$ cat config.mk
export PLATFORM = sky130hd
export DESIGN_NAME = fetch_decode_unit_flat
export DESIGN_NICKNAME = d
export VERILOG_FILES = /design/src/rtl/fetch_decode_unit_if.sv /design/src/rtl/fetch_decode_unit.sv /design/src/flat_wrapper.sv
export SDC_FILE = /design/constraint.sdc
export NUM_CORES = 1
export LEC_CHECK = 0
export ABC_AREA = 1
export CAP_MARGIN = 20
export CELL_PAD_IN_SITES_DETAIL_PLACEMENT = 0
export CELL_PAD_IN_SITES_GLOBAL_PLACEMENT = 1
export CORE_ASPECT_RATIO = 1.5
export CORE_MARGIN = 5
export CORE_UTILIZATION = 35
export DETAILED_ROUTE_END_ITERATION = 12
export PLACE_DENSITY = 0.83
export RECOVER_POWER = 50
export SLEW_MARGIN = 20
export SYNTH_ARGS = -nofsm -noshare
export SYNTH_HDL_FRONTEND = slang
export SYNTH_SLANG_ARGS = --single-unit
$ cat constraint.sdc
create_clock -name clk -period 2.2 [get_ports clk]
set_input_delay 0.66 -clock clk [delete_from_list [all_inputs] [get_ports clk]]
set_output_delay 0.66 -clock clk [all_outputs]
set_load 0.005 [all_outputs]
$ cat src/rtl/fetch_decode_unit_if.sv
// Fetch/decode bus: the ROM address, the fetched word, execute-side
// control (stall/redirect) and the decoded instruction fields and flags.
// The master side is the fetch/decode unit; the slave side is the
// environment (instruction ROM and execute stage).
interface fetch_decode_unit_if;
  logic [15:0] pc;
  logic [8:0]  instruction;
  logic        stall;
  logic        redirect;
  logic [15:0] redirect_pc;
  logic [4:0]  opcode;
  logic [3:0]  operand;
  logic        dec_valid;
  logic        is_branch;
  logic        is_mem;
  logic        halted;
  logic        illegal;

  modport master (
    output pc, opcode, operand, dec_valid, is_branch, is_mem, halted, illegal,
    input  instruction, stall, redirect, redirect_pc
  );

  modport slave (
    input  pc, opcode, operand, dec_valid, is_branch, is_mem, halted, illegal,
    output instruction, stall, redirect, redirect_pc
  );
endinterface

$ cat src/rtl/fetch_decode_unit.sv
// Fetch/decode unit: drives the instruction ROM address, registers the
// returned 9-bit word one cycle later and decodes it into opcode/operand
// plus branch/memory/illegal flags. A retired halt stops fetch until reset.
// Optional feature macro: FDU_ILLEGAL_TRAP_EN -- when defined, an illegal
// opcode (5'b11011..5'b11111) retires like halt and latches illegal until
// reset; when undefined, illegal opcodes pass as no-ops and illegal is 0.
module fetch_decode_unit #(
  parameter logic [15:0] RESET_PC = 16'd1
) (
  input logic                 clk,
  input logic                 rst_n,
  fetch_decode_unit_if.master bus
);

  localparam logic [4:0] OP_HALT = 5'b11010;

  typedef enum logic [1:0] {
    START  = 2'd0,
    RUN    = 2'd1,
    HALTED = 2'd2
  } state_t;

  // Conditional branches occupy 5'b01111..5'b10011; 5'b11000 is jump.
  function automatic logic op_is_branch(input logic [4:0] op);
    return ((op >= 5'b01111) && (op <= 5'b10011)) || (op == 5'b11000);
  endfunction

  // ld (5'b10110) and st (5'b10111).
  function automatic logic op_is_mem(input logic [4:0] op);
    return (op == 5'b10110) || (op == 5'b10111);
  endfunction

  // Top five encodings are unassigned.
  function automatic logic op_is_illegal(input logic [4:0] op);
    return (op >= 5'b11011);
  endfunction

  // Opcodes that end fetch once retired.
  function automatic logic op_stops_fetch(input logic [4:0] op);
`ifdef FDU_ILLEGAL_TRAP_EN
    return (op == OP_HALT) || op_is_illegal(op);
`else
    return (op == OP_HALT);
`endif
  endfunction

  state_t      state_r, state_s;
  logic [15:0] pc_r, pc_s;
  logic [8:0]  dec_r, dec_s;
  logic        dec_valid_r, dec_valid_s;
  logic        halted_r, halted_s;
  logic        retire_stop_s;
  logic        fetch_stop_s;

  // A stopping opcode is live in decode and is retired this cycle unless flushed.
  assign retire_stop_s = dec_valid_r && op_stops_fetch(dec_r[8:4]);
  // The word being fetched now is a stopping opcode, so pc must not advance.
  assign fetch_stop_s  = op_stops_fetch(bus.instruction[8:4]);

`ifdef FDU_ILLEGAL_TRAP_EN
  logic trap_r, trap_s;
`endif

  // Next-state and next-register computation for the fetch FSM.
  always_comb begin
    state_s     = state_r;
    pc_s        = pc_r;
    dec_s       = dec_r;
    dec_valid_s = dec_valid_r;
    halted_s    = halted_r;
`ifdef FDU_ILLEGAL_TRAP_EN
    trap_s      = trap_r;
`endif
    case (state_r)
      START: begin
        pc_s        = RESET_PC;
        dec_valid_s = 1'b0;
        halted_s    = 1'b0;
        state_s     = RUN;
      end
      RUN: begin
        if (bus.redirect) begin
          // Flush: the word at the old pc is dropped, a pending halt is squashed.
          pc_s        = bus.redirect_pc;
          dec_valid_s = 1'b0;
        end else if (bus.stall) begin
          pc_s        = pc_r;
          dec_valid_s = dec_valid_r;
        end else if (retire_stop_s) begin
          state_s     = HALTED;
          dec_valid_s = 1'b0;
          halted_s    = 1'b1;
`ifdef FDU_ILLEGAL_TRAP_EN
          trap_s      = trap_r | op_is_illegal(dec_r[8:4]);
`endif
        end else begin
          dec_s       = bus.instruction;
          dec_valid_s = 1'b1;
          if (fetch_stop_s) begin
            pc_s = pc_r;
          end else begin
            pc_s = pc_r + 16'd1;
          end
        end
      end
      HALTED: begin
        dec_valid_s = 1'b0;
        halted_s    = 1'b1;
      end
      default: begin
        state_s     = START;
        pc_s        = RESET_PC;
        dec_valid_s = 1'b0;
        halted_s    = 1'b0;
      end
    endcase
  end

  // State and datapath registers; reset abandons everything immediately.
  always_ff @(posedge clk or negedge rst_n) begin
    if (!rst_n) begin
      state_r     <= START;
      pc_r        <= RESET_PC;
      dec_r       <= 9'd0;
      dec_valid_r <= 1'b0;
      halted_r    <= 1'b0;
    end else begin
      state_r     <= state_s;
      pc_r        <= pc_s;
      dec_r       <= dec_s;
      dec_valid_r <= dec_valid_s;
      halted_r    <= halted_s;
    end
  end

`ifdef FDU_ILLEGAL_TRAP_EN
  // Sticky illegal-trap flag, cleared only by reset.
  always_ff @(posedge clk or negedge rst_n) begin
    if (!rst_n) begin
      trap_r <= 1'b0;
    end else begin
      trap_r <= trap_s;
    end
  end

  assign bus.illegal = trap_r | (dec_valid_r & op_is_illegal(dec_r[8:4]));
`else
  assign bus.illegal = 1'b0;
`endif

  assign bus.pc        = pc_r;
  assign bus.opcode    = dec_r[8:4];
  assign bus.operand   = dec_r[3:0];
  assign bus.dec_valid = dec_valid_r;
  assign bus.halted    = halted_r;
  assign bus.is_branch = dec_valid_r & op_is_branch(dec_r[8:4]);
  assign bus.is_mem    = dec_valid_r & op_is_mem(dec_r[8:4]);

endmodule

$ cat src/flat_wrapper.sv
// flat-port wrapper written by rule: the top's interface ports become plain ports
module fetch_decode_unit_flat 
#(
  parameter logic [15:0] RESET_PC = 16'd1
)
  (clk, rst_n, bus_pc, bus_opcode, bus_operand, bus_dec_valid, bus_is_branch, bus_is_mem, bus_halted, bus_illegal, bus_instruction, bus_stall, bus_redirect, bus_redirect_pc);
  fetch_decode_unit_if bus_i ();
  input logic clk;
  input logic rst_n;
  output wire logic [$bits(bus_i.pc)-1:0] bus_pc;
  output wire logic [$bits(bus_i.opcode)-1:0] bus_opcode;
  output wire logic [$bits(bus_i.operand)-1:0] bus_operand;
  output wire logic [$bits(bus_i.dec_valid)-1:0] bus_dec_valid;
  output wire logic [$bits(bus_i.is_branch)-1:0] bus_is_branch;
  output wire logic [$bits(bus_i.is_mem)-1:0] bus_is_mem;
  output wire logic [$bits(bus_i.halted)-1:0] bus_halted;
  output wire logic [$bits(bus_i.illegal)-1:0] bus_illegal;
  input wire logic [$bits(bus_i.instruction)-1:0] bus_instruction;
  input wire logic [$bits(bus_i.stall)-1:0] bus_stall;
  input wire logic [$bits(bus_i.redirect)-1:0] bus_redirect;
  input wire logic [$bits(bus_i.redirect_pc)-1:0] bus_redirect_pc;
  assign bus_pc = bus_i.pc;
  assign bus_opcode = bus_i.opcode;
  assign bus_operand = bus_i.operand;
  assign bus_dec_valid = bus_i.dec_valid;
  assign bus_is_branch = bus_i.is_branch;
  assign bus_is_mem = bus_i.is_mem;
  assign bus_halted = bus_i.halted;
  assign bus_illegal = bus_i.illegal;
  assign bus_i.instruction = bus_instruction;
  assign bus_i.stall = bus_stall;
  assign bus_i.redirect = bus_redirect;
  assign bus_i.redirect_pc = bus_redirect_pc;
  fetch_decode_unit #(.RESET_PC(RESET_PC)) u_core (.clk(clk), .rst_n(rst_n), .bus(bus_i));
endmodule
==> results of run 1 <==
per-stage QoR:
step	setup WS, ns	cell area, um^2
floorplan	0.6622	1934
global placement	0.04721	2613
detailed placement	0.02241	2613
CTS	0.1287	2719
global route	0.02883	2694
finish	0.1522	2694
cells in the final DEF, fill, tap and decap left out, types with 2 or more instances in the layout:
cell	instances
a21boi_1	5
buf_4	5
clkbuf_2	2
clkbuf_8	7
clkdlybuf4s50_1	54
clkinv_2	2
dfrtp_1	27
dlygate4sd2_1	2
ha_1	4
inv_1	43
inv_2	3
nand2_1	86
nand2_2	3
nand3_1	18
nand3_2	2
nand4_1	2
nor2_1	30
o21ai_0	27
o21ai_1	2
o21ai_2	4
power groups by stage:
stage	Combinational [mW]	Sequential, mW	Clock [mW]
2_1_floorplan	0.750	0.956	0
3_3_place_gp	1.40	0.977	0
3_5_place_dp	1.42	0.974	0
4_1_cts	1.43	0.973	0.522
5_1_grt	1.55	1.01	0.548
6_report	1.38	0.971	0.494
cells by family (layout without fill, tap and decap cells):
| logic type | after synthesis | after routing | share of synthesized area, % |
|---|---|---|---|
| and+or+nand+nor | 145 | 145 | 33.05 |
| buffers and inverters | 54 | 122 | 12.48 |
| AOI/OAI and AO/OA | 45 | 45 | 14.10 |
| DFF | 29 | 29 | 37.58 |
| adders and majority gates | 4 | 4 | 2.587 |
| other | 1 | 1 | 0.1939 |
area by class of cell:
class / count / area, um^2 / area share, %
clock inverters: 1 / 5.005 / 0.1858
flip-flops and latches: 29 / 728.2 / 27.03
multi-input cells: 195 / 955.9 / 35.49
well taps: 70 / 87.58 / 3.251
inverters: 48 / 181.4 / 6.735
clock buffers: 7 / 96.34 / 3.576
repair buffers: 66 / 639.4 / 23.73
state kept, by name (all words and copies together), names as in the netlist:
register	flops
u_core.bus.pc	16
u_core.dec_r	9
u_core.state_r	2
u_core.bus.dec_valid	1
u_core.bus.halted	1
path summary, 6_finish.rpt:
kind | start | slack, ns | cells after the start | end
worst max register to register | u_core.state_r[1]$_DFFE_PN0P_ | 0.37 | 6 | u_core.dec_r[1]$_DFFE_PN0P_
worst max-delay path | u_core.dec_r[5]$_DFFE_PN0P_ | 0.15 | 4 | bus_is_branch
max in group asynchronous | rst_n | 0.67 | 2 | u_core.dec_r[7]$_DFFE_PN0P_
worst min-delay path | u_core.dec_r[0]$_DFFE_PN0P_ | 0.49 | 2 | u_core.dec_r[0]$_DFFE_PN0P_
min in group asynchronous | rst_n | 0.99 | 2 | u_core.state_r[0]$_DFFE_PN0P_
worst min register to register | u_core.dec_r[0]$_DFFE_PN0P_ | 0.49 | 2 | u_core.dec_r[0]$_DFFE_PN0P_
layer usage:
metal | vias to the layer above | part of all wire (%)
met4 | 0 | 0.89
li1 | 995 | -
met2 | 45 | 53
met3 | 6 | 6.1
met5 | - | 0
met1 | 865 | 40
worst reg2reg max path: cells and delay by family (launching register included):
| kind | cells | cell delay [ns] |
|---|---|---|
| adder cells (fa/ha/maj) | 1 | 0.26 |
| flip-flops | 1 | 0.40 |
| AND/OR/NAND/NOR | 2 | 0.54 |
| buffers and inverters | 2 | 0.19 |
| AO/OA/AOI/OAI | 1 | 0.34 |
cells in the mapped netlist (all sizes together), types with 2 or more instances:
library cell and number:
dfrtp 28, nor2 32, ha 4, nand4 2
a21boi 5, buf 6, nand2 89, inv 46
nand3 21, clkinv 2, o21ai 33, a21oi 2
==> results.cfg, run 1 <==
[synth]
synth_cells = 278
ys_warn_count = 0
synth_nets = 311
syn_avg_cell_area_um2 = 6.958
synth_area_leaders = dfrtp_1 36%, nand2_1 17%, inv_1 8.3%
synth-async-reset-ratio_pct = 100.0
ys.flop_type = dfrtp_1
ys_seq_area_share_pct = 37.58
synth_top_area_share_pct = 36.22
yosysTopAreaCell = dfrtp_1
ys_seq_elements = 29
synth_area_mm2 = 0.001934
yosysUniqueCellTypes = 31
synth-edff-count = 0

[outcome]
status = finished clean

[clock_network]
cts-hold-fix-buffers = 0
clock-sinks = 29
cts_buffers = 5
htreeDepth = 2
cts_setup_buffers = 0
postCtsResizedCells = 4
clockBufferDepth = 2
clk_pin_slew_ns = 0.07
clock_latency_ns = 0.28
root_buffer = clkbuf_8
cts_tree = done

[detailed_routing]
first_iter_violations = 68
first_pass_iters = 4
wl_per_cell_um = 12.11
route.detailed.drc = 0
vias_per_cell = 4.594
vias = 1911
drt_wl_total_um = 5036
ant_nets = 0

[power]
p_int_mw = 1.743
switching_power_mw = 1.097
cellPowerDensity_mw_per_mm2 = 1054
p_sw_share_pct = 38.64
seq_power_share_pct = 34.2
irDropWorstVdd_mv = 0.5617
leakagePower_nw = 1.283
p_clk_share_pct = 17.4
power_mw = 2.840
p_comb_share_pct = 48.4

[sta]
hold_viol = 0
hold-worst-slack_ns = 0.4912
fmaxAchievable_ghz = 0.4883
period_minus_slack_ns = 2.048
finalClockSkew_ns = 0.005021
setup_tns_ns = 0
setup_viol = 0
slew_headroom_pct = 47.08
drv_slew = 0
rsz0062_at_grt = no
min_period_over_period_pct = 93.08
worst_pin_slew_ns = 0.7938

[die]
die_x_um = 70.70
dieArea_mm2 = 0.007144
core_mm2 = 0.005409
ioPinCount = 59
initial_core_util_pct = 35.76
rows = 33
die_h_um = 101.1

[cells_and_area]
fillers = 570
n_antenna_cell = 0
drive_gt1_share_pct = 10.40
final_cells = 416
postLayoutCoreUtil_pct = 49.80
area_delta_synth_final_pct = 39.26
nets = 378

[worst_setup_path]
cp_cell_sequence = o21ai_0 > nand2_1 > a211oi_1 > dlygate4sd2_1
setup.worst_path.start_class = register
slowest_stage = dfrtp_1
crit_path_max_fanout = 3
path_buf_inv = 1
end_kind = primary output
crit_family = flip-flops
criticalPathCategory = reg2out
cp_data_required_time_ns = 1.54
max_stage_delay_ns = 0.40
arrival_ns = 1.39

[grt]
overflow = 0
use_met1_pct = 15.66
busiest_layer = met2
grt.met3_usage_pct = 4.890
grt_pass1_vias = 1917
grt_pass1_wl_um = 8431
grt_max_degree = 30
gr-usage-all-layers_pct = 14.87
met2_usage_pct = 27.95
antenna_found_initial = 0

[run]
maxCapViolations = 0

[placed_design]
place_inst = 408
io_buffers = 57
hpwl_um = 3915
gp_congestion = 0.8327

[hold_path]
hp-class = reg2reg
Power figures use the tool's default switching activity.
==> run 2, diff against run 1 <==
- CORE_UTILIZATION: 35 -> 33
- PLACE_DENSITY: 0.83 -> 0.79
- SLEW_MARGIN: 20 -> 30
- clock period: 2.2 -> 2 ns (I/O delays scaled with it)
==> results.cfg, run 2 (synthesized netlist as in run 1, its figures left out) <==
[die]
core_mm2 = 0.005743
dieArea_mm2 = 0.007524
rows = 34
die_x_um = 72.51
initial_core_util_pct = 33.68
die_h_um = 103.8
ioPinCount = 59

[detailed_routing]
top_layer = met4
first_iter_violations = 95
met2_length_um = 2681
drt_wl_total_um = 5149
ant_nets = 0
vias_per_cell = 4.542
route.detailed.drc = 0
wl_per_cell_um = 12.09
first_pass_iters = 4
dr_wl_met3_um = 333
m1WireLength_um = 2065
vias = 1935

[cells_and_area]
drive_gt1_share_pct = 12.99
final_common_cell = nand2_1
area_delta_synth_final_pct = 42.88
final_cells = 426
n_antenna_cell = 0
final_cell_mix = 86 x nand2_1, 48 x clkdlybuf4s50_1, 43 x inv_1, 30 x nor2_1, 27 x dfrtp_1
nets = 386
postLayoutCoreUtil_pct = 48.13
largest_reg_flops = 16

[worst_setup_path]
max_stage_delay_ns = 0.49
crit_path_max_fanout = 4
arrival_ns = 1.30
r2r_slack_ns = 0.27
slowest_stage = clkdlybuf4s50_1
cp_cell_sequence = buf_6 > clkdlybuf4s50_1
timing.rr.start = u_core.bus.pc[0]$_DFFE_PN1P_
criticalPathCategory = reg2out
reg2reg_depth = 8
end_kind = primary output
setup.worst_path.start_class = register
reg2reg_to = u_core.bus.pc[10]$_DFFE_PN0P_
cp_data_required_time_ns = 1.40

[grt]
grt_max_degree = 30
antenna_found_initial = 0
grt_pass1_vias = 1922
gr-usage-all-layers_pct = 14.52
overflow = 0
grt_pass1_wl_um = 8721

[sta]
worst_pin_slew_ns = 0.7751
slew_headroom_pct = 48.33
rsz0062_at_grt = no
period_minus_slack_ns = 1.897
hold_viol = 0
setup_viol = 0
min_period_over_period_pct = 94.87
fmaxAchievable_ghz = 0.5270
drv_slew = 0
finalClockSkew_ns = 0.004367

[power]
p_sw_share_pct = 39.64
p_int_mw = 1.899
irDropWorstVdd_mv = 0.5798
p_clk_share_pct = 15.2
seq_power_share_pct = 33.8
switching_power_mw = 1.247
power_mw = 3.146
cellPowerDensity_mw_per_mm2 = 1138
leakagePower_nw = 1.327
p_comb_share_pct = 50.9

[clock_network]
clk_pin_slew_ns = 0.07
clock_latency_ns = 0.28
htreeDepth = 2
root_buffer = clkbuf_8
cts-hold-fix-buffers = 0
clockBufferDepth = 2
cts_buffers = 5
clock-sinks = 29
cts_tree = done

[run]
maxCapViolations = 0

[hold_path]
hold_end = u_core.dec_r[2]$_DFFE_PN0P_
whs_path_depth = 2
min_from = u_core.dec_r[2]$_DFFE_PN0P_
hp-class = reg2reg

[placed_design]
io_buffers = 57
hpwl_um = 4000
gp_congestion = 0.8004
place_inst = 417

[outcome]
status = finished clean
[run 2: cell type report]
type	instances	area (um^2)
clock buffers	6	72.57
clock inverters	2	10.01
fillers	605	2979
inverters	48	181.4
multi-input cells	195	977.2
flip-flops and latches	29	728.2
well taps	72	90.09
repair buffers	74	704.4
[run 2: power by group through the flow]
stage          Sequential (mW)  Combinational (mW)  Clock [mW]
6_report                  1.06                1.60       0.480
5_1_grt                   1.10                1.81       0.522
4_1_cts                   1.06                1.66       0.499
3_5_place_dp              1.07                1.63           0
3_3_place_gp              1.07                1.60           0
2_1_floorplan             1.05               0.826           0
[run 2: how the worst max path moves through the flow]
stage          slack [ns]                           from  depth (start not counted)                            to
6_report             0.10    u_core.dec_r[7]$_DFFE_PN0P_                          2                 bus_opcode[3]
5_1_grt             0.007    u_core.dec_r[5]$_DFFE_PN0P_                          4                    bus_is_mem
4_1_cts              0.01    u_core.dec_r[6]$_DFFE_PN0P_                          4                 bus_is_branch
3_5_place_dp        -0.06                   bus_redirect                          8  u_core.bus.pc[3]$_DFFE_PN0P_
3_3_place_gp        -0.04                   bus_redirect                          8  u_core.bus.pc[5]$_DFFE_PN0P_
2_1_floorplan        0.48  u_core.state_r[1]$_DFFE_PN0P_                         10  u_core.bus.pc[7]$_DFFE_PN0P_
[run 2: metal layers]
| metal | GRT usage (%) | up-vias |
|---|---|---|
| met5 | 0 | - |
| met4 | 4.749 | 0 |
| met3 | 3.973 | 6 |
| met2 | 26.08 | 47 |
| met1 | 16.04 | 868 |
| li1 | - | 1014 |
[run 2: critical path: cells and delay by family, from the launching register on]
| kind | cells | cell delay [ns] |
|---|---|---|
| buf+inv | 2 | 0.60 |
| flops | 1 | 0.41 |
[run 2: stage by stage]
stage | TNS [ns] | setup WS (ns) | instance area [um^2] | hold slack, ns
2_1_floorplan | 0 | 0.4823 | 1934 | 0.3044
3_3_place_gp | -0.4708 | -0.03936 | 2668 | 0.4769
3_5_place_dp | -0.8587 | -0.06461 | 2668 | 0.4855
4_1_cts | 0 | 0.01121 | 2766 | 0.5046
5_1_grt | 0 | 0.006723 | 2764 | 0.5279
6_report | 0 | 0.1026 | 2764 | 0.4899
[run 2: repair_timing]
item | in CTS | in global routing
endpoints found under the setup margin | 2 | 2
resized for setup | 5 | 6
setup buffers | 1 | 0
==> run 3, diff against run 2 <==
==> constraint.sdc (replaced) <==
create_clock -name clk -period 2 [get_ports clk]
set_input_delay 0.4 -clock clk [delete_from_list [all_inputs] [get_ports clk]]
set_output_delay 0.4 -clock clk [all_outputs]
set_load 0.005 [all_outputs]
==> results.cfg, run 3 (synthesized netlist as in run 1, its figures left out) <==
[detailed_routing]
vias = 1894
vias_per_cell = 4.542
wl_per_cell_um = 12.18
drt_wl_total_um = 5080
ant_nets = 0
route.detailed.drc = 0
first_pass_iters = 4
first_iter_violations = 71

[sta]
slew_headroom_pct = 49.03
rsz0062_at_grt = no
setup_slack_ns = 0.1542
min_period_over_period_pct = 92.29
fmaxAchievable_ghz = 0.5418
setup_tns_ns = 0
worst_pin_slew_ns = 0.7646
period_minus_slack_ns = 1.846
drv_slew = 0
setup_viol = 0
finalClockSkew_ns = 0.009170
hold_viol = 0

[clock_network]
htreeDepth = 2
clk_pin_slew_ns = 0.05
root_buffer = clkbuf_8
clockBufferDepth = 2
clock-sinks = 29
cts_tree = done
clock_latency_ns = 0.28
cts_buffers = 5

[worst_setup_path]
end_kind = primary output
cp_data_required_time_ns = 1.60
crit_path_max_fanout = 5
setup.worst_path.start_class = register
arrival_ns = 1.45
criticalPathCategory = reg2out

[die]
ioPinCount = 59
core_mm2 = 0.005743
rows = 34
dieArea_mm2 = 0.007524
initial_core_util_pct = 33.68
die_x_um = 72.51
die_h_um = 103.8

[hold_path]
hp-class = reg2reg

[grt]
gr-usage-all-layers_pct = 14.31
grt_pass1_wl_um = 8583
overflow = 0
grt_max_degree = 30
grt_pass1_vias = 1883
antenna_found_initial = 0

[placed_design]
place_inst = 408
dp_slack_ns = 0.03048
gp_congestion = 0.7784
io_buffers = 57
hpwl_um = 3895
placed_cell_area_mm2 = 0.002587

[cells_and_area]
largest_reg_flops = 16
final_cell_mix = 86 x nand2_1, 48 x clkdlybuf4s50_1, 44 x inv_1, 30 x nor2_1, 27 x dfrtp_1
final_cells = 417
area_delta_synth_final_pct = 38.94
final_cell_area_mm2 = 0.002688
drive_gt1_share_pct = 9.855
nets = 377
n_antenna_cell = 0
final_common_cell = nand2_1

[power]
cellPowerDensity_mw_per_mm2 = 1132
leakagePower_nw = 1.295
irDropWorstVdd_mv = 0.5274

[run]
maxCapViolations = 0

[outcome]
status = finished clean
==> run 3: per-layer routing <==
layer / part of all wire [%] / vias to the layer above / global-route usage (%)
met5: 0 / - / 0
met1: 40 / 857 / 16.06
li1: - / 991 / -
met3: 5.7 / 6 / 4.167
met4: 1.3 / 0 / 3.958
met2: 53 / 40 / 25.62
==> run 3: layout make-up <==
cell class | count | area [um^2]
clock buffer | 8 | 90.09
fill | 630 | 3055
inverter | 48 | 181.4
multi-input combinational | 195 | 968.4
sequential | 29 | 728.2
tap | 72 | 90.09
timing repair buffer | 65 | 629.4
==> run 3: critical path, cell delays in order, from the launching register on <==
cell and delay (ns):
dfrtp_1 0.43, o21ai_0 0.16, nand2_1 0.07, a211oi_1 0.25, dlygate4sd2_1 0.27
==> run 3: what timing repair did <==
action | 4_1_cts | 5_1_grt
hold buffers | 0 | 0
endpoints found under the setup margin | 2 | 1
gates resized for setup | 3 | 1
setup buffers | 1 | 0
pin swaps | 0 | 0
==> run 3: worst paths after layout <==
| path | start | endpoint | slack [ns] | depth (start not counted) |
|---|---|---|---|---|
| max | u_core.dec_r[5]$_DFFE_PN0P_ | bus_is_branch | 0.15 | 4 |
| min in group asynchronous | rst_n | u_core.bus.pc[14]$_DFFE_PN0P_ | 0.71 | 2 |
| max reg2reg | u_core.bus.pc[0]$_DFFE_PN1P_ | u_core.bus.pc[10]$_DFFE_PN0P_ | 0.26 | 8 |
| min reg2reg | u_core.dec_r[1]$_DFFE_PN0P_ | u_core.dec_r[1]$_DFFE_PN0P_ | 0.49 | 2 |
| max in group asynchronous | rst_n | u_core.dec_r[7]$_DFFE_PN0P_ | 0.76 | 2 |
| min | u_core.dec_r[1]$_DFFE_PN0P_ | u_core.dec_r[1]$_DFFE_PN0P_ | 0.49 | 2 |
==> run 3: power by group <==
| group | total, mW | switching [mW] | internal [mW] |
|---|---|---|---|
| combinational | 1.47 | 0.728 | 0.742 |
| clock | 0.503 | 0.222 | 0.280 |
| sequential | 1.07 | 0.239 | 0.830 |
==> run 3: metrics by stage <==
stage	hold slack [ns]	total power, mW	util (%)
after global placement	0.4715	2.563	45.05
after floorplan	0.1044	1.877	-
after CTS	0.5009	3.130	46.86
final	0.4890	3.042	46.80
after detailed placement	0.4873	2.586	45.05
after global routing	0.5279	3.328	46.80
